## config.mk

```make
export PLATFORM = sky130hd
export DESIGN_NAME = riscv_mem_arbiter
export DESIGN_NICKNAME = d
export VERILOG_FILES = /design/src/rtl/riscv_mem_pkg.sv /design/src/rtl/riscv_arb_starve.sv /design/src/rtl/riscv_mem_arbiter.sv
export SDC_FILE = /design/constraint.sdc
export NUM_CORES = 1
export LEC_CHECK = 0
export CORE_ASPECT_RATIO = 0.6
export CORE_MARGIN = 2
export CORE_UTILIZATION = 35
export DETAILED_ROUTE_END_ITERATION = 10
export GPL_ROUTABILITY_DRIVEN = 1
export PLACE_DENSITY = 0.82
export SLEW_MARGIN = 30
export SYNTH_ARGS = -nofsm -noshare
export SYNTH_HDL_FRONTEND = slang
export SYNTH_SLANG_ARGS = --single-unit
```

## constraint.sdc

```tcl
create_clock -name clk -period 1.7 [get_ports clk]
set_input_delay 0.34 -clock clk [delete_from_list [all_inputs] [get_ports clk]]
set_output_delay 0.34 -clock clk [all_outputs]
set_load 0.005 [all_outputs]
```

## src/rtl/riscv_mem_pkg.sv

```systemverilog
// Shared types for the instruction-fetch / memory-access arbiter:
// the FSM state enum and the owner enum.
package riscv_mem_pkg;

    typedef enum logic [1:0] {
        IDLE = 2'd0,
        REQ  = 2'd1,
        WAIT = 2'd2
    } arb_state_t;

    typedef enum logic {
        IF = 1'b0,
        MA = 1'b1
    } arb_owner_t;

endpackage

```

## src/rtl/riscv_arb_starve.sv

```systemverilog
// Saturating count of consecutive IF arbitration losses; at_max tells the
// arbiter that IF must win the next contested arbitration.
module riscv_arb_starve #(
    parameter int MAX = 4
) (
    input  logic clk,
    input  logic rst,
    input  logic inc,
    input  logic clr,
    output logic at_max
);
    localparam int CW = $clog2(MAX + 1);

    logic [CW-1:0] count;

    always_ff @(posedge clk) begin
        if (!rst) begin
            count <= '0;
        end else if (clr) begin
            count <= '0;
        end else if (inc && (count != CW'(MAX))) begin
            count <= count + CW'(1);
        end
    end

    assign at_max = (count == CW'(MAX));

endmodule

```

## src/rtl/riscv_mem_arbiter.sv

```systemverilog
// Shares one memory port between instruction fetch (IF) and memory access (MA),
// one transaction at a time. Define RISCV_ARB_FAIR_EN for starvation-limited priority.
module riscv_mem_arbiter
    import riscv_mem_pkg::*;
#(
    parameter int XLEN       = 32,
    parameter int STARVE_MAX = 4
) (
    input  logic            clk,
    input  logic            rst,
    input  logic            if_req,
    input  logic [XLEN-1:0] if_addr,
    output logic            if_gnt,
    output logic            if_rvalid,
    output logic [XLEN-1:0] if_rdata,
    input  logic            ma_req,
    input  logic            ma_we,
    input  logic [XLEN-1:0] ma_addr,
    input  logic [XLEN-1:0] ma_wdata,
    output logic            ma_gnt,
    output logic            ma_rvalid,
    output logic [XLEN-1:0] ma_rdata,
    output logic            mem_req,
    output logic            mem_we,
    output logic [XLEN-1:0] mem_addr,
    output logic [XLEN-1:0] mem_wdata,
    input  logic            mem_ready,
    input  logic            mem_rvalid,
    input  logic [XLEN-1:0] mem_rdata
);
    arb_state_t      state, state_next;
    arb_owner_t      owner, owner_next;
    logic [XLEN-1:0] addr_q, wdata_q;
    logic            we_q;
    logic            starve_at_max, ma_wins, if_wins, capture;

`ifdef RISCV_ARB_FAIR_EN
    logic starve_inc, starve_clr;

    assign starve_inc = capture && ma_wins && if_req;
    assign starve_clr = capture && if_wins;

    riscv_arb_starve #(.MAX(STARVE_MAX)) u_starve (
        .clk    (clk),
        .rst    (rst),
        .inc    (starve_inc),
        .clr    (starve_clr),
        .at_max (starve_at_max)
    );
`else
    localparam int unused_starve_max = STARVE_MAX;
    assign starve_at_max = 1'b0;
`endif

    // MA has priority unless IF has already lost STARVE_MAX contested rounds.
    assign ma_wins = ma_req && !(if_req && starve_at_max);
    assign if_wins = if_req && !ma_wins;
    assign capture = (state == IDLE) && (ma_wins || if_wins);

    always_ff @(posedge clk) begin
        if (!rst) begin
            state   <= IDLE;
            owner   <= IF;
            addr_q  <= '0;
            wdata_q <= '0;
            we_q    <= 1'b0;
        end else begin
            state <= state_next;
            owner <= owner_next;
            if (capture) begin
                addr_q  <= ma_wins ? ma_addr : if_addr;
                wdata_q <= ma_wins ? ma_wdata : '0;
                we_q    <= ma_wins && ma_we;
            end
        end
    end

    always_comb begin
        state_next = state;
        owner_next = owner;
        if_gnt     = 1'b0;
        ma_gnt     = 1'b0;
        if_rvalid  = 1'b0;
        ma_rvalid  = 1'b0;
        if_rdata   = '0;
        ma_rdata   = '0;
        mem_req    = 1'b0;
        mem_we     = 1'b0;
        mem_addr   = '0;
        mem_wdata  = '0;
        case (state)
            IDLE: begin
                if (capture) begin
                    state_next = REQ;
                    owner_next = ma_wins ? MA : IF;
                    if_gnt     = if_wins;
                    ma_gnt     = ma_wins;
                end
            end
            REQ: begin
                mem_req   = 1'b1;
                mem_we    = we_q;
                mem_addr  = addr_q;
                mem_wdata = wdata_q;
                if (mem_ready) begin
                    state_next = we_q ? IDLE : WAIT;
                end
            end
            WAIT: begin
                if (mem_rvalid) begin
                    state_next = IDLE;
                    if (owner == MA) begin
                        ma_rvalid = 1'b1;
                        ma_rdata  = mem_rdata;
                    end else begin
                        if_rvalid = 1'b1;
                        if_rdata  = mem_rdata;
                    end
                end
            end
            default: state_next = IDLE;
        endcase
        // Outputs stay quiet for the whole reset cycle, not just after the edge.
        if (!rst) begin
            if_gnt    = 1'b0;
            ma_gnt    = 1'b0;
            if_rvalid = 1'b0;
            ma_rvalid = 1'b0;
            if_rdata  = '0;
            ma_rdata  = '0;
            mem_req   = 1'b0;
            mem_we    = 1'b0;
            mem_addr  = '0;
            mem_wdata = '0;
        end
    end

endmodule

```

## After elaboration in Yosys (flattened, before gate mapping)

Cells that the tools add are included.

| operators by class | value |
|---|---|
| mux-type cells | 38 |
| reduce and logical (&&, ||, !) cells | 8 |
| equal/unequal tests | 5 |

Operators by type and width:

| cell | number |
|---|---|
| 32-bit two-way mux | 14 |
| 1-bit two-way mux | 19 |
| 2-bit two-way mux | 4 |
| 2-bit != test (second input constant) | 3 |
| 2-bit one-hot mux with 3 select lines | 1 |
| 1-bit logical AND | 3 |
| 3-bit AND reduction | 1 |
| 2-bit by 1-bit == test with 1-bit output (second input constant) | 1 |
| 2-bit == test (second input constant) | 1 |
| 2-bit logical NOT | 1 |
| 2-bit AND reduction | 1 |
| 1-bit logical NOT | 1 |
| 1-bit logical OR | 1 |

| word-level totals | value |
|---|---|
| input bits | 135 |
| output and inout bits | 134 |
| bits in registers | 68 |

## Logic depth before layout (Yosys ltp)

| logic depth | value |
|---|---|
| depth after elaboration | 7 |
| depth in mapped cells | 7 |
| depth with buffers taken out | 3 |

## Worst setup path after synthesis

Ideal clock, no wire load.

| path | value |
|---|---|
| kind | input-to-output |
| from | input rst |
| to | output if_rdata[10] |
| cell stages on the path | 5 |
| setup slack | 0.070 ns |
| path buffers | 2 |
| arrival | 1.290 ns |
| cell sequence | clkbuf_1 nand4b_1 nor2_1 clkbuf_1 and2_1 |

| on the way | value |
|---|---|
| word-level cells in the longest chain between the ends | 1 |

RTL lines:

| what | RTL line | text |
|---|---|---|
| start, declared | riscv_mem_arbiter.sv:10 | `input logic rst,` |
| 32-bit two-way mux | riscv_mem_arbiter.sv:124 | `if (!rst) begin` |
| end, declared | riscv_mem_arbiter.sv:15 | `output logic [XLEN-1:0] if_rdata,` |

No other way between the ends.

## Worst setup path in the final report

| path | value |
|---|---|
| from | register state[0] |
| to | output mem_addr[21] |

| on the way | value |
|---|---|
| word-level cells in the longest chain between the ends | 3 |

RTL lines:

| what | RTL line | text |
|---|---|---|
| start, declared | riscv_mem_arbiter.sv:31 | `arb_state_t state, state_next;` |
| start signal, assigned | riscv_mem_arbiter.sv:68 | `state <= state_next;` |
| 2-bit by 1-bit == test with 1-bit output | riscv_mem_arbiter.sv:91 | `case (state)` |
| 32-bit two-way mux | riscv_mem_arbiter.sv:91 |  |
| 32-bit two-way mux | riscv_mem_arbiter.sv:124 |  |
| end, declared | riscv_mem_arbiter.sv:25 | `output logic [XLEN-1:0] mem_addr,` |

No other way between the ends.

==> results.cfg <==
[final_layout]
fin_cells = 846
register_area_um2 = 1360
final_cell_mix = buf_6, clkdlybuf4s50_1, and2_4
nNetsFinal = 843
num_antenna_cells = 0
multi_input_area_um2 = 2310
final_common_cell = buf_6
synthToLayoutAreaGrowth_pct = 115
drive_gt1_frac = 0.473
num-fill-cells = 627

[pwr]
vdd_drop_max_v = 0.000575
leakagePower_nw = 3.94
finalPower_mw = 4.69
power.density_nw_per_um2 = 604

[critical_path]
reg2regPathDepth = 4
critical_path_required_ns = 1.36
cp_cell_sequence = buf_4 -> and3b_2 -> buf_12 -> buf_12 -> buf_16 -> buf_6 -> and2_1 -> buf_2
start_kind = register
cp.arrival_ns = 1.78
critPathKind = reg2out
cp_top_family = buffers and inverters
end_kind = output port
path_max_fanout = 5
worst-path-stages = 8
cp_slowest_cell = dfxtp_2
cp_num_buf_inv = 6
slowest_delay_ns = 0.32
worst_path_most_repeated_cell = buf_12

[cts]
cts_root_buf = clkbuf_16
clk_latency_ns = 0.32
clk_pin_slew_ns = 0.05
cts_tree = yes
cts_max_level = 3
ctsLongestPathBuffers = 2
cts.sinks = 68
cts_hold_buf = 0
cts_made_buffers = 9

[routing]
postRouteAntennaNets = 0
drc = 0
firstDrtPassIters = 4
wl_per_cell_um = 19.3
first_iter_violations = 234
via_per_inst = 4.99
drt-total-wl_um = 16300
vias = 4218

[grt]
grt.total_usage = 0.265
grt_max_degree = 35
grt_pass1_wl_um = 22400
antenna_found_initial = 0
grt_pass1_vias = 4146
grt-ovfl-total = 0

[yosys]
synth_seq_cells = 68
ys_types = 25
synthTopCellsByArea = dfxtp_1, and2_1, mux2i_1
syn_inst = 384
seq_area_frac_synth = 0.376
yosys.area.top_type = dfxtp_1
netlist.area_leader.share = 0.376
syn_avg_cell_area_um2 = 9.42
synth_nets = 519
ys_warn_count = 0
syn-cell-area_um2 = 3620

[timing]
drv_slew = 0
fmax_mhz = 471
fin_ws_ns = -0.423
worst_pin_slew_ns = 0.458
period_share = 1.25
setup_viol_count_final = 132
rsz0062_at_grt = true
slew_headroom = 0.695
hold_ws_ns = 0.475
min_period_ns = 2.12
hold_viol = 0
finClkSkew_ns = 0.00545

[placement]
dpl.hpwl_um = 10200
place.gp.congestion = 0.747
io_buffers = 268
place_inst = 770
preCtsSetupSlack_ns = -0.749

[floorplan]
core_region_area_um2 = 9950
io_pins = 269
die_w_um = 135
die-area_um2 = 11200
initial_core_util = 0.364
rows = 28
fp.dieH_um = 82.8

[min_path]
min_path_cells = 1
hold_class = reg2reg

[outcome]
violations = negative setup slack
run_status = finished, violations left

[flow_run]
maxCapViolations = 0
-- synthesized netlist by cell type (all sizes together) --
library cell,n
a21boi,1
clkbuf,14
o211a,32
and3b,2
nand3,32
a22o,33
nor3b,1
o21a,1
and2,130
dfxtp,68
buf,25
mux2i,32
nor2b,2
a21o,1
a21oi,1
nor4bb,2
nand4b,1
nor2,4
inv,1
or2,1
-- metrics by stage --
| stage | utilization | setup TNS, ns | cell area [um2] |
|---|---|---|---|
| 2_1_floorplan | - | 0 | 3620 |
| 3_3_place_gp | 0.648 | -94.41 | 6450 |
| 3_5_place_dp | 0.648 | -98.40 | 6450 |
| 4_1_cts | 0.752 | -44.39 | 7480 |
| 5_1_grt | 0.781 | -43.70 | 7770 |
| 6_report | 0.781 | -37.81 | 7770 |
-- final cells by class --
cell class                      count  share of cell area
Sequential cell                    68               0.176
Clock buffer                       11              0.0312
Inverter                            1            0.000483
Clock inverter                      3             0.00193
Timing Repair Buffer              352               0.472
Multi-Input combinational cell    276               0.297
Tap cell                          135              0.0217
-- sequential cells by signal, indices dropped and copies added (netlist names) --
| name | count |
|---|---|
| owner | 1 |
| addr_q | 32 |
| wdata_q | 32 |
| state | 2 |
| we_q | 1 |
-- where the power goes --
group          internal, mW  total (mW)  switching [mW]  leakage, nW
clock network          1.00        1.64           0.639        0.131
registers              1.75        1.84          0.0868        0.562
logic                 0.754        1.22           0.463         3.25
total                  3.51        4.69            1.19         3.94
-- what timing repair did --
item,in CTS,in global routing
endpoints found under the setup margin,153,133
buffers inserted,47,17
resized for setup,678,124
gates cloned,15,0
pin swaps,48,21
-- per-layer routing --
metal	track usage	share of wire
met5	0	0
met4	0.0573	0.012
met3	0.0665	0.058
met2	0.422	0.48
met1	0.366	0.45
-- cell families after synthesis --
kind of cell	count (synthesis)	synth area share
mux	32	0.0885
flops	68	0.376
compound gates	69	0.179
buf+inv	40	0.0615
simple gates	175	0.295
-- worst paths after layout --
kind / slack, ns / end / from
max: -0.42 / mem_addr[21] / state[0]
min reg2reg: 0.48 / wdata_q[16] / wdata_q[16]
max reg2reg: 0.10 / addr_q[2] / state[1]
min: 0.48 / wdata_q[16] / wdata_q[16]
Note: power is estimated with default switching activity, not from simulation.
